$ cat src/rtl/key_debounce.sv
// Push-button debouncer: synchronises a bouncing pin, filters it for DEB_CYCLES clocks and
// reports press/release events plus the settled key level.
module key_debounce #(
    parameter int unsigned DEB_CYCLES     = 4000,
    parameter int unsigned SYNC_STAGES    = 2,
    parameter bit          KEY_ACTIVE_LOW = 1'b1
) (
    input  logic clk,
    input  logic rst,
    input  logic key_in,
    output logic flag,
    output logic stable,
    output logic key_release,
    output logic key_level
);

    localparam int unsigned CntW = (DEB_CYCLES > 1) ? $clog2(DEB_CYCLES) : 1;
    localparam logic [CntW-1:0] CntMax = CntW'(DEB_CYCLES - 1);

    typedef enum logic [1:0] {
        StIdle,
        StFiltDn,
        StHeld,
        StFiltUp
    } state_e;

    state_e                 state_q;
    logic [CntW-1:0]        cnt_q;
    logic [SYNC_STAGES-1:0] sync_q;
    logic                   pressed;

    // Synchroniser resets to the released pin level so reset never looks like a press.
    always_ff @(posedge clk) begin
        if (rst) begin
            sync_q <= {SYNC_STAGES{KEY_ACTIVE_LOW}};
        end else begin
            sync_q <= {sync_q[SYNC_STAGES-2:0], key_in};
        end
    end

    assign pressed = sync_q[SYNC_STAGES-1] ^ KEY_ACTIVE_LOW;

    always_ff @(posedge clk) begin
        if (rst) begin
            state_q     <= StIdle;
            cnt_q       <= '0;
            flag        <= 1'b0;
            stable      <= 1'b0;
            key_release <= 1'b0;
            key_level   <= 1'b0;
        end else begin
            stable      <= 1'b0;
            key_release <= 1'b0;
            unique case (state_q)
                StIdle: begin
                    if (pressed) begin
                        state_q <= StFiltDn;
                        cnt_q   <= '0;
                        flag    <= 1'b1;
                    end
                end
                StFiltDn: begin
                    if (!pressed) begin
                        state_q <= StIdle;
                        cnt_q   <= '0;
                        flag    <= 1'b0;
                    end else if (cnt_q == CntMax) begin
                        state_q   <= StHeld;
                        cnt_q     <= '0;
                        flag      <= 1'b0;
                        stable    <= 1'b1;
                        key_level <= 1'b1;
                    end else begin
                        cnt_q <= cnt_q + CntW'(1);
                    end
                end
                StHeld: begin
                    if (!pressed) begin
                        state_q <= StFiltUp;
                        cnt_q   <= '0;
                        flag    <= 1'b1;
                    end
                end
                StFiltUp: begin
                    // A bounce back to pressed returns to HELD silently.
                    if (pressed) begin
                        state_q <= StHeld;
                        cnt_q   <= '0;
                        flag    <= 1'b0;
                    end else if (cnt_q == CntMax) begin
                        state_q     <= StIdle;
                        cnt_q       <= '0;
                        flag        <= 1'b0;
                        key_release <= 1'b1;
                        key_level   <= 1'b0;
                    end else begin
                        cnt_q <= cnt_q + CntW'(1);
                    end
                end
                default: begin
                    state_q   <= StIdle;
                    cnt_q     <= '0;
                    flag      <= 1'b0;
                    key_level <= 1'b0;
                end
            endcase
        end
    end

endmodule

$ cat config.mk
export PLATFORM = sky130hd
export DESIGN_NAME = key_debounce
export DESIGN_NICKNAME = d
export VERILOG_FILES = /design/src/rtl/key_debounce.sv
export SDC_FILE = /design/constraint.sdc
export NUM_CORES = 1
export LEC_CHECK = 0
export CAP_MARGIN = 20
export CORE_UTILIZATION = 49
export DETAILED_ROUTE_END_ITERATION = 8
export PLACE_DENSITY = 0.71
export REMOVE_ABC_BUFFERS = 1
export SYNTH_ARGS = -nofsm -noshare
export SYNTH_HDL_FRONTEND = slang
export SYNTH_SLANG_ARGS = --single-unit
$ cat constraint.sdc
create_clock -name clk -period 2.3 [get_ports clk]
set_clock_uncertainty 0.2 [all_clocks]
set_input_delay 0.23 -clock clk [delete_from_list [all_inputs] [get_ports clk]]
set_output_delay 0.23 -clock clk [all_outputs]
set_load 0.01 [all_outputs]
==> run metrics, run 1 <==
postcts setup bufs=0; Final nets=117; Crit Path Category=reg -> reg; layout cell share with drive strength beyond 1=0.152; clock tree buffer depth=2; Worst path max stage delay=0.39 ns; layout overhead on the synthesized area=11.8%; Initial DRT Pass Iterations=4; Root Buffer=clkbuf_4; CP Cell Sequence=ha_1 -> and4_4 -> nand3_1 -> a41oi_1 -> a31oi_1; routed vias=806; Worst setup SP type=flop; ys async rst share=0; setup TNS=0 ns; leak pwr=0.375 nW; CTS Sinks=20; max-cap violations=0; f_max=512 MHz; mux cell area share after synthesis=0.0205; Synth Area per Inst=9.20 um2; Initial Util=0.541; first-pass GRT wire length=2.93 mm; grt met3 use=0.0353; Synth area leaders=dfxtp_1 (41%), nand4_1 (4.5%), o21ai_0 (4.1%); dpl hpwl=1.34 mm; Least-Margin Pin Slew=0.618 ns; largest family of logic cells by synthesized area=simple AND/OR/NAND/NOR gates; top-area cell type share of the netlist area=0.411; total CTS buffers=3; Simple-Gate Fraction of Synth Area=0.317; class of the worst hold path=reg -> reg; Die Area=2170 um2; Clk Latency, worst-skew pair=0.30 ns; sequential area share after synthesis=0.411; global routing's busiest layer=met2; final worst path period need=1.95 ns; slew margin rel.=0.585; Distinct cells, synth=35; most common cell in the netlist=dfxtp_1; Final WS setup=0.347 ns; Post-synth EDFFs=0; Total GRT Usage=0.194; Post-Syn Instances=106; Worst EP required=2.30 ns; Diodes inserted=0; pwr/cell area=619 nW/um2; synthesized cell area=975 um2; Avg WL per Cell=13.3 um; Synth Area in Adders=0.0128; RSZ-0062 raised after global routing=no; antenna violations before repair=0; Placeable Area=1800 um2; I/O pins=7; Seq cells post-synth=20; Max stage delay cell, worst path=dfxtp_1; Finished Core Util=0.605; Max IR drop VDD=0.347 mV; pre-CTS WS=0.378 ns; CTS Hold Bufs=0; post_cts resized=0; Final Hold Vio Count=0; multi-input combinational cell area=519 um2; Post-Synth XOR/XNOR Area=0.0359; total gr overflow=0; Die H=46.6 um; CP delay by family, top=simple AND/OR/NAND/NOR gates; CP max FO=12; Yosys warning total=0; Crit. End Element=flop; setup violation total in the final timing report=0; WP buf/inv=0; CTS tree=yes; met2 Usage GRT=0.297; drt total wl=1.83 mm; Top FF cell, synth=dfxtp_1; Register Area=400 um2; Vias/cell=5.88; fin. max-slew vios=0; vias in the first global route=676; GR Util met1=0.245; worst path arrival time=1.95 ns; # fillers=177; row count=15; DR iter-0 viols=15; post-route ant nets=0; Post-route DRC=0; routability congestion estimate=0.844; Port Buffers=6; largest net degree at the start of global routing=14; Chip Width=46.6 um; clk slew on worst S/H paths=0.11 ns; Synth top cells by count=dfxtp_1 (20), nand2_1 (8), o21ai_0 (8); status=complete, no violations; period utilization=0.849; H-tree depth=1; Yosys top cell by area=dfxtp_1; Synth Area in Compound Gates=0.146
cells by family (layout without fill, tap and decap cells):
family / after synthesis / in the layout
AOI/OAI and AO/OA: 24 / 24
and+or+nand+nor: 46 / 46
xor gates and xnor gates: 4 / 4
DFF: 20 / 20
muxes: 2 / 2
adders and majority gates: 1 / 1
buffers and inverters: 9 / 15
worst paths after layout:
check / start / end / slack [ns] / cells past startpoint
setup / recovery: cnt_q[0] / cnt_q[11] / 0.35 / 5
hold reg to reg: sync_q[0] / sync_q[1] / 0.22 / 1
setup reg to reg: cnt_q[0] / cnt_q[11] / 0.35 / 5
hold / removal: sync_q[0] / sync_q[1] / 0.22 / 1
layer usage:
layer,up-vias,wire length (um)
li1,417,-
met1,374,906
met2,11,856
met3,4,43
met4,0,19
met5,-,0
layout make-up:
cell class | count | share of cell area
timing repair buffer | 8 | 0.0689
inverter | 3 | 0.0103
clock inverter | 1 | 0.0276
tap | 25 | 0.0287
multi-input combinational | 77 | 0.476
clock buffer | 3 | 0.0207
sequential | 20 | 0.367
power breakdown:
| part | internal [mW] | switching, mW |
|---|---|---|
| combinational | 0.0156 | 0.0171 |
| sequential | 0.351 | 0.00440 |
| clock | 0.176 | 0.110 |
| total | 0.543 | 0.131 |
layout by cell type (no fill, tap or decap), drive strengths merged:
master,count
ha,1
nand3,7
and4bb,1
and3,4
mux2i,2
and2,1
a21oi,5
nor3b,1
nand2,8
a2111oi,1
xnor2,1
and4,2
inv,3
a31oi,6
nand3b,1
or2,2
clkbuf,3
nand4,8
buf,2
nand4b,1
nor4,3
clkdlybuf4s50,6
or3,2
xor2,3
dfxtp,20
or4,1
o21ai,9
nor3,2
bufinv,1
nor2,2
a41oi,3
sequential cells by signal, indices dropped and copies added (netlist names), named ones only:
register     flops
key_level        1
sync_q           2
stable           1
key_release      1
cnt_q           12
flag             1
state_q          1
metrics by stage:
step	cell area [um2]	hold slack, ns	instances	power, mW
floorplan	931	0.0991	100	0.378
global placement	1040	0.192	133	0.395
detailed placement	1040	0.194	133	0.396
CTS	1090	0.223	137	0.683
global route	1090	0.241	137	0.699
finish	1090	0.221	137	0.674
Note: power is estimated with default switching activity, not from simulation.
==> run 2, diff against run 1 <==
- clock period: 2.3 -> 1.88 ns (I/O delays scaled with it)
==> run metrics, run 2 (synthesis results as in run 1) <==
vias in the first global route=765 (+13%); Post-route DRC=0 (unchanged); slew margin rel.=0.735 (+0.150); Chip Width=46.6 um (unchanged); multi-input combinational cell area=527 um2 (+1.4%); Worst EP required=1.91 ns (-0.39 ns); Root Buffer=clkbuf_4; CP max FO=6 (-6); postcts setup bufs=0 (unchanged); setup TNS=0 ns (unchanged); Die H=46.6 um (unchanged); Crit Path Category=reg -> reg; first-pass GRT wire length=3.25 mm (+11%); CTS Hold Bufs=0 (unchanged); antenna violations before repair=0 (unchanged); commonest non-fill, non-tap cell in the layout=dfxtp_1; status=complete, no violations; period utilization=0.937 (+0.0881); # fillers=172 (-2.8%); f_max=567 MHz (+11%); clock tree buffer depth=2 (unchanged); Total GRT Usage=0.219 (+0.0255); RSZ-0062 raised after global routing=no; DR iter-0 viols=12 (-3); I/O pins=7 (unchanged); Worst setup SP type=flop; CTS Sinks=20 (unchanged); Initial DRT Pass Iterations=4 (unchanged); routed vias=859 (+6.6%); Die Area=2170 um2 (unchanged); Final Hold Vio Count=0 (unchanged); total gr overflow=0 (unchanged); fin. max-slew vios=0 (unchanged); Final nets=124 (+6.0%); Diodes inserted=0 (unchanged); Vias/cell=5.97 (+1.4%); Top reg by flops=cnt_q; Initial Util=0.541 (unchanged); Placeable Area=1800 um2 (unchanged); Least-Margin Pin Slew=0.396 ns (-0.222 ns); clk slew on worst S/H paths=0.12 ns (about the same); Register Area=400 um2 (unchanged); Max IR drop VDD=0.473 mV (+36%); Clk Latency, worst-skew pair=0.31 ns (about the same); row count=15 (unchanged); worst path arrival time=1.80 ns (-0.15 ns); Port Buffers=6 (unchanged); drt total wl=2.02 mm (+11%); pwr/cell area=718 nW/um2 (+16%); routability congestion estimate=0.824 (-2.4%); max FFs per register=12 (unchanged); CTS tree=yes; post_cts resized=0 (unchanged); post-route ant nets=0 (unchanged); max-cap violations=0 (unchanged); layout cell share with drive strength beyond 1=0.210 (+0.0583); dpl hpwl=1.45 mm (+7.9%); Crit. End Element=flop; top flop regs=cnt_q: 12 flops, sync_q: 2 flops; class of the worst hold path=in -> reg; largest net degree at the start of global routing=14 (unchanged); layout overhead on the synthesized area=18.0%; leak pwr=0.419 nW (+12%); setup violation total in the final timing report=0 (unchanged); H-tree depth=1 (unchanged); final worst path period need=1.76 ns (-0.191 ns); Avg WL per Cell=14.1 um (+5.5%); Finished Core Util=0.638 (+0.0333); total CTS buffers=3 (unchanged); most frequent cells in the layout=dfxtp_1 (20), buf_4 (9), nand2_1 (8), o21ai_0 (8)
[run 2: changes by cell type in the layout (fill, tap and decap cells not counted), sizes merged]
cell  previous run  this run
buf              2         9
[run 2: critical path, stage by stage, from the launching register on]
cell and delay (ns):
dfxtp_1 0.40, ha_1 0.19, and4_4 0.28, nand4_4 0.14, or3_1 0.32, a31oi_1 0.16
[run 2: routing by layer]
layer | GRT usage | part of all wire | up-vias
met2 | 0.381 | 0.51 | 15
met5 | 0 | 0 | -
met3 | 0.0706 | 0.032 | 5
met4 | 0.0882 | 0.017 | 0
met1 | 0.242 | 0.44 | 409
li1 | - | - | 430
[run 2: path summary, 6_finish.rpt]
kind                            cells after the start  slack [ns]        end      start
worst min register to register                      1        0.23  sync_q[1]  sync_q[0]
worst min-delay path                                2        0.23  sync_q[0]     key_in
worst max-delay path                                5        0.12  key_level   cnt_q[0]
worst max register to register                      5        0.12  key_level   cnt_q[0]
[run 2: final cells by class]
class | count | share of cell area
multi-input combinational | 77 | 0.458
clock inverter | 1 | 0.0261
inverter | 3 | 0.00979
timing repair buffer | 15 | 0.111
sequential | 20 | 0.348
tap | 25 | 0.0272
clock buffer | 3 | 0.0196
[run 2: through the flow]
| step | power, mW | cell area, um2 | instances | setup WS [ns] | hold WS [ns] |
|---|---|---|---|---|---|
| floorplan | 0.463 | 931 | 100 | 0.152 | 0.0571 |
| global placement | 0.484 | 1090 | 140 | 0.200 | 0.192 |
| detailed placement | 0.486 | 1090 | 140 | 0.158 | 0.204 |
| CTS | 0.832 | 1140 | 144 | 0.108 | 0.220 |
| global route | 0.855 | 1150 | 144 | 0.0366 | 0.234 |
| finish | 0.825 | 1150 | 144 | 0.118 | 0.228 |
[run 2: where the power goes]
part	internal (mW)	leakage [nW]	total, mW	switching, mW
clock network	0.216	0.0279	0.349	0.133
logic	0.0202	0.229	0.0432	0.0230
registers	0.429	0.162	0.434	0.00408
total	0.665	0.419	0.825	0.160
